**src/rtl/seg_scan_scheduler.sv**
```systemverilog
// seg_scan_scheduler: multiplexes one active-low 7-segment cathode bus across
// eight active-low digit anodes. Each digit gets a DRIVE slot of TICK_DIV cycles,
// followed by a GUARD interval of GUARD all-off cycles. A new display value is
// staged in a shadow register and applied only at frame boundaries (entry to the
// digit-0 slot), so a frame is never torn.
//
// Ports:
//   clk            system clock, rising edge
//   reset          synchronous active-low reset
//   data_in[31:0]  display value, nibble k shown on digit k
//   data_we        one-cycle strobe, captures data_in into the shadow register
//   dig_en[7:0]    per-digit enable
//   lzs            leading-zero suppression enable
//   a..g           segment cathodes, active-low, registered
//   aa7..aa0       digit anodes, active-low, registered, at most one low
//   frame_start    one-cycle pulse on the first cycle of the digit-0 slot
//   update_pending shadow holds data not yet applied
module seg_scan_scheduler #(
    parameter int unsigned TICK_DIV = 100000,
    parameter int unsigned GUARD    = 16
) (
    input  logic        clk,
    input  logic        reset,
    input  logic [31:0] data_in,
    input  logic        data_we,
    input  logic [7:0]  dig_en,
    input  logic        lzs,
    output logic        a,
    output logic        b,
    output logic        c,
    output logic        d,
    output logic        e,
    output logic        f,
    output logic        g,
    output logic        aa7,
    output logic        aa6,
    output logic        aa5,
    output logic        aa4,
    output logic        aa3,
    output logic        aa2,
    output logic        aa1,
    output logic        aa0,
    output logic        frame_start,
    output logic        update_pending
);

    localparam int unsigned CNT_MAX = (TICK_DIV > GUARD) ? TICK_DIV : GUARD;
    localparam int unsigned CNT_W   = (CNT_MAX > 1) ? $clog2(CNT_MAX) : 1;
    localparam int unsigned DATA_W  = 32;
    localparam int unsigned SEG_W   = 7;
    localparam int unsigned DIG_N   = 8;
    localparam int unsigned IDX_W   = 3;

    localparam logic [CNT_W-1:0] DRIVE_LAST = CNT_W'(TICK_DIV - 1);
    localparam logic [CNT_W-1:0] GUARD_LAST = CNT_W'((GUARD == 0) ? 0 : GUARD - 1);

    typedef enum logic {
        S_DRIVE = 1'b0,
        S_GUARD = 1'b1
    } state_t;

    state_t              state_q, state_nx;
    logic [IDX_W-1:0]    idx_q, idx_nx;
    logic [CNT_W-1:0]    cnt_q, cnt_nx;
    logic                advance_c;

    logic [DATA_W-1:0]   shadow_q, shadow_nx;
    logic [DATA_W-1:0]   active_q, active_nx;
    logic                pending_q, pending_nx;

    logic [SEG_W-1:0]    seg_q, seg_nx;
    logic [DIG_N-1:0]    an_q, an_nx;
    logic                fs_q, fs_nx;

    logic                boundary_c;
    logic [3:0]          nib_c;
    logic                visible_c;

    // Standard hex glyphs, {a,b,c,d,e,f,g}, 0 = lit.
    function automatic logic [SEG_W-1:0] hex_decode(input logic [3:0] n);
        logic [SEG_W-1:0] s;
        case (n)
            4'h0:    s = 7'b0000001;
            4'h1:    s = 7'b1001111;
            4'h2:    s = 7'b0010010;
            4'h3:    s = 7'b0000110;
            4'h4:    s = 7'b1001100;
            4'h5:    s = 7'b0100100;
            4'h6:    s = 7'b0100000;
            4'h7:    s = 7'b0001111;
            4'h8:    s = 7'b0000000;
            4'h9:    s = 7'b0000100;
            4'hA:    s = 7'b0001000;
            4'hB:    s = 7'b1100000;
            4'hC:    s = 7'b0110001;
            4'hD:    s = 7'b1000010;
            4'hE:    s = 7'b0110000;
            default: s = 7'b0111000;
        endcase
        return s;
    endfunction

    // State register: slot state, digit index and shared slot counter.
    always_ff @(posedge clk) begin
        if (!reset) begin
            state_q <= S_GUARD;
            idx_q   <= IDX_W'(7);
            cnt_q   <= '0;
        end else begin
            state_q <= state_nx;
            idx_q   <= idx_nx;
            cnt_q   <= cnt_nx;
        end
    end

    // Next-state: DRIVE for TICK_DIV cycles, GUARD for GUARD cycles (skipped when 0).
    always_comb begin
        state_nx  = state_q;
        idx_nx    = idx_q;
        cnt_nx    = cnt_q + CNT_W'(1);
        advance_c = 1'b0;
        case (state_q)
            S_DRIVE: begin
                if (cnt_q == DRIVE_LAST) begin
                    cnt_nx = '0;
                    if (GUARD == 0) begin
                        idx_nx    = idx_q + IDX_W'(1);
                        advance_c = 1'b1;
                    end else begin
                        state_nx = S_GUARD;
                    end
                end
            end
            default: begin
                if ((GUARD == 0) || (cnt_q == GUARD_LAST)) begin
                    cnt_nx    = '0;
                    state_nx  = S_DRIVE;
                    idx_nx    = idx_q + IDX_W'(1);
                    advance_c = 1'b1;
                end
            end
        endcase
    end

    // Output/datapath next values, derived from the next state so that anodes and
    // segments change on the same edge as the slot transition.
    always_comb begin
        shadow_nx  = shadow_q;
        active_nx  = active_q;
        pending_nx = pending_q;
        seg_nx     = '1;
        an_nx      = '1;
        fs_nx      = 1'b0;
        nib_c      = 4'h0;
        visible_c  = 1'b0;
        boundary_c = advance_c && (idx_nx == IDX_W'(0));

        // A write landing on the boundary edge bypasses the shadow.
        if (boundary_c) begin
            if (data_we) begin
                shadow_nx  = data_in;
                active_nx  = data_in;
                pending_nx = 1'b0;
            end else if (pending_q) begin
                active_nx  = shadow_q;
                pending_nx = 1'b0;
            end
        end else if (data_we) begin
            shadow_nx  = data_in;
            pending_nx = 1'b1;
        end

        if (state_nx == S_DRIVE) begin
            nib_c     = active_nx[{idx_nx, 2'b00} +: 4];
            // Suppressed: this nibble and every higher nibble are zero.
            visible_c = dig_en[idx_nx] &&
                        !(lzs && (idx_nx != IDX_W'(0)) &&
                          ((active_nx >> {idx_nx, 2'b00}) == DATA_W'(0)));
            if (visible_c) begin
                seg_nx        = hex_decode(nib_c);
                an_nx[idx_nx] = 1'b0;
            end
        end

        fs_nx = boundary_c;
    end

    // Registered datapath and outputs.
    always_ff @(posedge clk) begin
        if (!reset) begin
            shadow_q  <= '0;
            active_q  <= '0;
            pending_q <= 1'b0;
            seg_q     <= '1;
            an_q      <= '1;
            fs_q      <= 1'b0;
        end else begin
            shadow_q  <= shadow_nx;
            active_q  <= active_nx;
            pending_q <= pending_nx;
            seg_q     <= seg_nx;
            an_q      <= an_nx;
            fs_q      <= fs_nx;
        end
    end

    assign {a, b, c, d, e, f, g}                       = seg_q;
    assign {aa7, aa6, aa5, aa4, aa3, aa2, aa1, aa0}    = an_q;
    assign frame_start                                 = fs_q;
    assign update_pending                              = pending_q;

endmodule

```
**config.mk**
```make
export PLATFORM = sky130hd
export DESIGN_NAME = seg_scan_scheduler
export DESIGN_NICKNAME = d
export VERILOG_FILES = /design/src/rtl/seg_scan_scheduler.sv
export SDC_FILE = /design/constraint.sdc
export NUM_CORES = 1
export LEC_CHECK = 0
export ABC_AREA = 1
export CAP_MARGIN = 20
export CORE_ASPECT_RATIO = 1.25
export CORE_UTILIZATION = 35
export CTS_CLUSTER_SIZE = 14
export DETAILED_ROUTE_END_ITERATION = 6
export PLACE_DENSITY = 0.6
export SYNTH_ARGS = -nofsm -noshare
export SYNTH_HDL_FRONTEND = slang
export SYNTH_SLANG_ARGS = --single-unit
```
**constraint.sdc**
```tcl
create_clock -name clk -period 4.1 [get_ports clk]
set_input_delay 0.41 -clock clk [delete_from_list [all_inputs] [get_ports clk]]
set_output_delay 0.41 -clock clk [all_outputs]
set_load 0.03 [all_outputs]
```
==> results.ini <==
[status]
status = complete, no violations

[worst_setup_path]
worstPathArrival_ns = 3.90
reg2reg_to = an_q[0]
r2r_slack_ns = 0.49
crit_path_start = cnt_q[0]
crit_chain = ha_1 -> nand2_1 -> nor2_2 -> nand3_2 -> nor2_4 -> nand2_4 -> nor2_8 -> inv_2 -> nand2_4 -> inv_2 -> nand2_1 -> nand3_1 -> nand3_1 -> nand2_1 -> inv_1 -> ha_1 -> nand2_1 -> nor2_1 -> nand3_1 -> nor2_1 -> nand2_1 -> nor2_1 -> nand2_4 -> nand3_1
path_max_fanout = 28
r2r_cells = 24
worstReg2RegStart = cnt_q[0]
end_kind = flop
slowest_delay_ns = 0.35
critPathLaunchType = flop
cp_slowest_cell = dfxtp_1
cp.required_ns = 4.40
crit_type = flop to flop
crit_top_cell = nand2_1

[yosys]
synth_top_flop_cell = dfxtp_1
synth-simple-area-share_pct = 39.06
avgSynthCellArea_um2 = 6.598
synth_top_family_by_area = simple AND/OR/NAND/NOR gates
syn-num-nets = 906
yosysMostFrequentCell = nand2_1
synth_compound_area_share_pct = 13.40
synth_top_area_share_pct = 36.19
async_flop_share_pct = 0
synth-seq-area-share_pct = 36.19
ys_ff_latch = 102
synthMuxAreaShare_pct = 0
synth_edf_count = 0
yosys_warnings = 0
ys_top_cells_by_area = dfxtp_1 36%, nand2_1 17%, nand3_1 7.1%
synth_top_cell_by_area = dfxtp_1
synth_xor_area_share_pct = 0.6210
netlist_instances = 855
yosysUniqueCellTypes = 43
synthAdderAreaFrac_pct = 1.552
synth_area_um2 = 5642
synth_common_cells = 257 x nand2_1, 102 x dfxtp_1, 94 x nor2_1, 80 x nand3_1, 70 x inv_1

[global_routing]
overflow = 0
grt_pass1_wl_um = 23780
antenna_found_initial = 0
grt_pass1_vias = 4828
groute.usage.overall_pct = 18.21
grt_max_degree = 55

[route]
firstDrtPassIters = 5
vias = 5391
viasPerCell = 4.826
drt_iter0_markers = 327
wl_per_cell_um = 12.86
wl_um = 14370
ant_nets = 0
drcViolationCount = 0

[timing]
final-max-slew-violation-count = 0
fin_ws_ns = 0.4947
rsz0062_at_grt = no
fmax_mhz = 277.4
fin_skew_ns = 0.01184
period_share_pct = 87.93
hold_slack_ns = 0.4538
tns_ns = 0
finalCriticalPeriod_ns = 3.605
slew_headroom_pct = 32.04
hold_violations = 0
finalSetupViolCount = 0
tightest_slew_ns = 1.015

[die]
io-pin-count = 61
dieHeight_um = 143.9
fp-row-count = 51
initial_utilization_pct = 35.94
die_w_um = 115.6
dieArea_um2 = 16630
core_area_um2 = 15700

[pwr]
power_mw = 2.016
power-per-cell-area_nw_per_um2 = 298.4
leakage_nw = 2.868
peakVddDrop_uv = 172.0

[place]
hpwl_um = 10280
place_ws_ns = 0.2860
gp_congestion = 0.8693
io_buffers = 60

[worst_hold_path]
worstHoldStart = cnt_q[0]
hp-class = flop to flop
whs_path_depth = 1
hold_end = cnt_q[0]

[final_layout]
drive_gt1_share_pct = 8.508
area_growth_syn_to_layout_pct = 19.72
finalNetCount = 951
diodes = 0
final_core_util_pct = 43.03

[clock_tree]
cts.htree.levels = 3
cts_inserted_buffers = 9
clkSinkCount = 102
clk_pin_slew_worst_paths_ns = 0.07
cts.path.max_buffers = 2
clk_latency_ns = 0.36
cts_tree = done
cts_root_buf = clkbuf_16

[flow_run]
cap_violations = 0

## placed cells by master (no fill, tap or decap), types with 3 or more instances in the layout
cell type and instances:
nand2_1 257, dfxtp_1 101, nor2_1 94, nand3_1 80, inv_1 70, clkdlybuf4s50_1 60
a21oi_1 43, o21ai_0 41, a21boi_0 20, nor3_1 14, buf_4 13, nand3_2 11
nand4_1 10, clkbuf_16 9, inv_2 8, ha_1 7, nor2_2 6, nand2_2 6
a211oi_1 5, nand2_4 4, o21a_1 4, buf_12 4, o21ai_1 3, xor2_1 3
clkbuf_8 3
## report_power, final
part	switching (mW)	internal, mW	leakage [nW]
combinational	0.0794	0.0731	1.90
clock	0.378	0.460	0.142
sequential	0.0142	1.01	0.829
total	0.472	1.54	2.87
## cell families (layout without fill, tap and decap cells)
family          after synthesis  count (layout)
flops                       102             102
xor+xnor                      4               4
simple gates                493             493
buf+inv                     121             171
fa+ha+maj                     7               7
compound gates              128             128
## repair_timing
action | in CTS | in global routing
hold buffers | 0 | 0
endpoints found under the setup margin | 0 | 15
buffers inserted | 0 | 7
resized for setup | 0 | 1
## critical path: cells and delay by family, from the launching register on
family                   cells  cell delay (ns)
adder cells (fa/ha/maj)      2             0.38
buffers and inverters        3             0.48
flip-flops                   1             0.35
AND/OR/NAND/NOR             19             2.33
## worst max-delay path by stage
stage / cells after the start / to
2_1_floorplan: 27 / an_q[0]
3_3_place_gp: 26 / seg_q[6]
3_5_place_dp: 24 / an_q[0]
4_1_cts: 24 / an_q[0]
5_1_grt: 27 / an_q[0]
6_report: 24 / an_q[0]
## through the flow
| stage | instances | area (um^2) |
|---|---|---|
| floorplan | 855 | 5642 |
| global placement | 1094 | 6384 |
| detailed placement | 1094 | 6384 |
| CTS | 1110 | 6671 |
| global route | 1117 | 6754 |
| finish | 1117 | 6754 |
## routing by layer
metal / GRT usage (%) / up-vias / wire length, um
met2: 27.29 / 124 / 6160
met4: 6.015 / 0 / 216
met5: 0 / - / 0
li1: - / 2856 / -
met1: 25.82 / 2397 / 7325
met3: 3.627 / 14 / 663
## flip-flops by register name, summed over array words and instances, names as in the netlist
register and cells:
shadow_q 32, an_q 8, idx_q 3, seg_q 7
cnt_q 17, state_q 1, update_pending 1, frame_start 1
active_q 32
## area by class of cell
| cell class | count | area (um^2) |
|---|---|---|
| Clock buffer | 13 | 270.3 |
| Timing Repair Buffer | 77 | 778.2 |
| Tap cell | 212 | 265.3 |
| Fill cell | 1696 | 8944 |
| Multi-Input combinational cell | 632 | 3087 |
| Clock inverter | 3 | 17.52 |
| Sequential cell | 102 | 2043 |
| Inverter | 78 | 292.8 |
Note: power is estimated with default switching activity, not from simulation.
